$ cat src/rtl/result_output_serializer.sv
// Result FIFO that emits each buffered (X, Y) pair as one beat (real) or two beats (complex).
// All outputs come from registered state; a complex head is popped only after its Y beat.
module result_output_serializer #(
    parameter int unsigned W     = 64,
    parameter int unsigned DEPTH = 2
) (
    input  logic                       clk,
    input  logic                       arst,
    input  logic                       srst,
    input  logic                       enable,
    input  logic                       in_valid,
    output logic                       in_ready,
    input  logic [1:0]                 format,
    input  logic [W-1:0]               X_in,
    input  logic [W-1:0]               Y_in,
    output logic                       out_valid,
    input  logic                       out_ready,
    output logic [W-1:0]               data_out,
    output logic [1:0]                 out_format,
    output logic                       out_imag,
    output logic                       out_last,
    output logic [$clog2(DEPTH):0]     level
);

    localparam int unsigned AW = $clog2(DEPTH);
    localparam logic [AW-1:0] PtrOne  = AW'(1);
    localparam logic [AW:0]   LvlOne  = (AW + 1)'(1);
    localparam logic [AW:0]   LvlFull = (AW + 1)'(DEPTH);

    typedef enum logic {PhRe, PhIm} phase_e;

    logic [1:0]   fmt_mem [DEPTH];
    logic [W-1:0] x_mem   [DEPTH];
    logic [W-1:0] y_mem   [DEPTH];

    logic [AW-1:0] wr_ptr_q, wr_ptr_d;
    logic [AW-1:0] rd_ptr_q, rd_ptr_d;
    logic [AW:0]   level_q, level_d;
    phase_e        phase_q, phase_d;

    logic       push, beat, pop;
    logic [1:0] head_fmt;

    assign head_fmt  = fmt_mem[rd_ptr_q];
    assign out_valid = (level_q != '0);
    assign in_ready  = (level_q < LvlFull);
    assign level     = level_q;

    // Outputs are forced to zero while empty so stale storage never shows.
    always_comb begin
        data_out   = '0;
        out_format = 2'd0;
        out_imag   = 1'b0;
        out_last   = 1'b0;
        if (out_valid) begin
            out_format = head_fmt;
            if (phase_q == PhIm) begin
                data_out = y_mem[rd_ptr_q];
                out_imag = 1'b1;
                out_last = 1'b1;
            end else begin
                data_out = x_mem[rd_ptr_q];
                out_last = ~head_fmt[1];
            end
        end
    end

    always_comb begin
        push     = enable & in_valid & in_ready;
        beat     = enable & out_valid & out_ready;
        pop      = beat & out_last;
        wr_ptr_d = push ? wr_ptr_q + PtrOne : wr_ptr_q;
        rd_ptr_d = pop ? rd_ptr_q + PtrOne : rd_ptr_q;
        phase_d  = phase_q;
        if (beat) begin
            phase_d = pop ? PhRe : PhIm;
        end
        level_d = level_q;
        unique case ({push, pop})
            2'b10:   level_d = level_q + LvlOne;
            2'b01:   level_d = level_q - LvlOne;
            default: level_d = level_q;
        endcase
    end

    always_ff @(posedge clk or posedge arst) begin
        if (arst) begin
            wr_ptr_q <= '0;
            rd_ptr_q <= '0;
            level_q  <= '0;
            phase_q  <= PhRe;
        end else if (srst) begin
            wr_ptr_q <= '0;
            rd_ptr_q <= '0;
            level_q  <= '0;
            phase_q  <= PhRe;
        end else begin
            wr_ptr_q <= wr_ptr_d;
            rd_ptr_q <= rd_ptr_d;
            level_q  <= level_d;
            phase_q  <= phase_d;
        end
    end

    // Storage needs no reset: contents are only observed while level is non-zero.
    always_ff @(posedge clk) begin
        if (push && !srst) begin
            fmt_mem[wr_ptr_q] <= format;
            x_mem[wr_ptr_q]   <= X_in;
            y_mem[wr_ptr_q]   <= Y_in;
        end
    end

endmodule
$ cat config.mk
export PLATFORM = sky130hd
export DESIGN_NAME = result_output_serializer
export DESIGN_NICKNAME = d
export VERILOG_FILES = /design/src/rtl/result_output_serializer.sv
export SDC_FILE = /design/constraint.sdc
export NUM_CORES = 1
export LEC_CHECK = 0
export ABC_AREA = 1
export BUFFER_PORTS_ARGS = -buffer_cell sky130_fd_sc_hd__buf_2
export CAP_MARGIN = 10
export CORE_ASPECT_RATIO = 1.5
export CORE_MARGIN = 10
export CORE_UTILIZATION = 59
export DETAILED_ROUTE_END_ITERATION = 10
export PLACE_DENSITY = 0.85
export SKIP_LAST_GASP = 1
export SLEW_MARGIN = 40
export SYNTH_ARGS = -nofsm -noshare
export SYNTH_HDL_FRONTEND = slang
export SYNTH_SLANG_ARGS = --single-unit
export TNS_END_PERCENT = 50
$ cat constraint.sdc
create_clock -name clk -period 13.5 [get_ports clk]
set_input_delay 0.675 -clock clk [delete_from_list [all_inputs] [get_ports clk]]
set_output_delay 0.675 -clock clk [all_outputs]
set_load 0.005 [all_outputs]
==> run_results.csv <==
group,metric,value,unit
floorplanning,coreArea,17300,µm²
synth,syn_area,10300,µm²
sta,fin_tns_setup,0,ns
floorplanning,die_x,128,µm
clock_network,cts_root_buf,"clkbuf_16",
sta,holdWs,0.0928,ns
sta,worstMarginPinSlew,0.828,ns
synth,synth_top_area_cell,"edfxtp_1",
power_and_ir_drop,ir_drop,0.113,mV
floorplanning,initial_core_util,0.598,
sta,fin_crit_sh,0.311,
clock_network,clk_pin_slew_worst_paths,0.07,ns
sta,fin_skew,0.0118,ns
synth,yosysUniqueCellTypes,19,
layout,drive_gt1_frac,0.250,
power_and_ir_drop,p_comb_frac,0.100,
power_and_ir_drop,p_int,1.33,mW
run,max_cap_violations,0,
clock_network,tritoncts,"yes",
clock_network,cts_setup_buffers,0,
placed_design,place_inst,1195,
power_and_ir_drop,p_total,1.73,mW
worst_setup_path,cp.buffers_inverters,3,
clock_network,worstSkewPairLatency,0.49,ns
drt,drt_iter0_drc,658,
clock_network,postCtsHoldBufs,0,
layout,final_util,0.707,
synth,ys_ff_latch,265,
layout,fill_cells,1156,
drt,drt_wl_total,24.3,mm
global_routing,grtUsageTotal,0.199,
sta,maxSlewHeadroom,0.448,
sta,setup_viol,0,
worst_setup_path,cp_top_family,"buffers and inverters",
floorplanning,ios,208,
synth,syn_avg_cell_area,12.7,µm²
worst_setup_path,r2r_cells,9,
layout,final_common_cell,"nor2_1",
global_routing,grt_max_degree,83,
placed_design,place_congestion,0.805,
clock_network,cts_buffers,22,
worst_setup_path,required,12.82,ns
sta,finalCriticalPeriod,4.20,ns
global_routing,antenna_found_initial,4,
worst_setup_path,cp_cell_sequence,"clkinv_2 > buf_4 > o21ai_0 > a21oi_1 > buf_2",
global_routing,grt_pass1_vias,7382,
global_routing,grt_pass1_wl,36.9,mm
placed_design,io_buffers,207,
floorplanning,die_h,182,µm
layout,seq_area,7940,µm²
power_and_ir_drop,power_density,141,nW/µm²
worst_setup_path,end_kind,"output port",
floorplanning,num_rows,59,
drt,dr.pass1.iters,7,
power_and_ir_drop,p_leak,4.60,nW
layout,fin_cells,1236,
layout,multiInputGateArea,2120,µm²
power_and_ir_drop,switching_power,393,µW
power_and_ir_drop,power_switching_share,0.228,
worst_setup_path,arrival,3.53,ns
clock_network,clock_sinks,265,
drt,postRouteAntennaNets,0,
synth,syn-num-nets,950,
sta,slew_violations,0,
drt,drcViolationCount,0,
worst_setup_path,critPathMaxStageDelay,0.93,ns
worst_setup_path,criticalPathCategory,"reg -> out",
synth,yosysTopAreaCellShare,0.756,
drt,via_per_inst,5.62,
sta,rsz0062_at_grt,"no",
layout,final_cell_mix,"nor2_1 (261), edfxtp_1 (260), buf_2 (207)",
synth,synth_warnings,0,
worst_setup_path,cp-start-kind,"flop",
layout,final_net_count,1142,
worst_setup_path,slowest_stage,"dfrtp_4",
worst_setup_path,cp_num_cells,5,
drt,wl_per_cell,19.7,µm
clock_network,cts_resized,0,
synth,seq_area_frac_synth,0.768,
drt,num_vias,6951,
power_and_ir_drop,power_frac_clock,0.355,
synth,synth_area_leaders,"edfxtp_1 (76%), nor2_1 (9.6%), o21ai_0 (6.3%)",
floorplanning,die_area,23300,µm²
min_path,hold_class,"in -> async",
global_routing,overflow,0,
outcome,outcome,"finished, final reports clean",
power_and_ir_drop,p_seq_frac,0.544,
clock_network,clock_path_buffers,3,
sta,timing.fmax,238,MHz
placed_design,hpwl,14.9,mm
worst_setup_path,critical_path.max_fanout,82,
synth,netlist_instances,814,
clock_network,h-tree-depth,1,
sta,final-hold-violation-count,0,
layout,area_growth,18.3,%
==> power by group through the flow <==
stage | logic (mW) | registers, mW | clock network, mW
global route | 0.194 | 0.941 | 0.652
CTS | 0.175 | 0.939 | 0.623
floorplan | 0.104 | 0.951 | 0
global placement | 0.167 | 0.956 | 0
detailed placement | 0.172 | 0.957 | 0
finish | 0.173 | 0.939 | 0.613
==> stage by stage <==
| stage | cell area [µm²] | setup WS (ns) |
|---|---|---|
| global route | 12200 | 9.02 |
| global placement | 11500 | 9.90 |
| detailed placement | 11500 | 9.89 |
| finish | 12200 | 9.30 |
| CTS | 12200 | 9.28 |
| floorplan | 10300 | 6.52 |
==> area by class of cell <==
type | instances | area share
flip-flops and latches | 265 | 0.650
multi-input cells | 488 | 0.174
repair buffers | 217 | 0.0929
clock buffers | 25 | 0.0478
well taps | 213 | 0.0218
clock inverters | 13 | 0.00902
inverters | 12 | 0.00379
diodes | 3 | 0.000615
==> sequential cells by signal, summed over array words and instances, names as in the netlist <==
name	flops
y_mem	128
fmt_mem	4
level	2
rd_ptr_q	1
x_mem	128
phase_q	1
wr_ptr_q	1
==> synthesized netlist by cell type (all sizes together) <==
cell type / instances
nand2: 16
clkbuf: 23
dfrtp: 5
inv: 12
nor2: 264
a21oi: 66
o21ai: 131
nand3: 9
buf: 26
nand4: 1
edfxtp: 260
and2: 1
==> logic make-up after synthesis <==
family	after synthesis	synth area share
DFF	265	0.768
AOI/OAI and AO/OA	197	0.0955
buffers and inverters	61	0.0280
and+or+nand+nor	291	0.108
==> worst paths after layout <==
| check | from | slack [ns] | endpoint |
|---|---|---|---|
| setup reg to reg | rd_ptr_q | 10.32 | level[0] |
| max in group asynchronous | arst | 13.19 | rd_ptr_q |
| hold / removal | arst | 0.09 | level[1] |
| setup / recovery | rd_ptr_q | 9.30 | data_out[3] |
| hold reg to reg | wr_ptr_q | 0.58 | wr_ptr_q |
| min in group clk | Y_in[7] | 0.36 | y_mem[0][7] |
==> routing by layer <==
metal  up-vias  wire length [µm]  share of wire  global-route usage
met4         2               810          0.033              0.0818
met2       280             13300           0.55               0.365
met3        58              1630          0.067              0.0423
met1      3344              8570           0.35               0.212
met5         -                13        0.00053                   0
li1       3267                 -              -                   -
No activity file was read; power rests on OpenSTA's default activity.
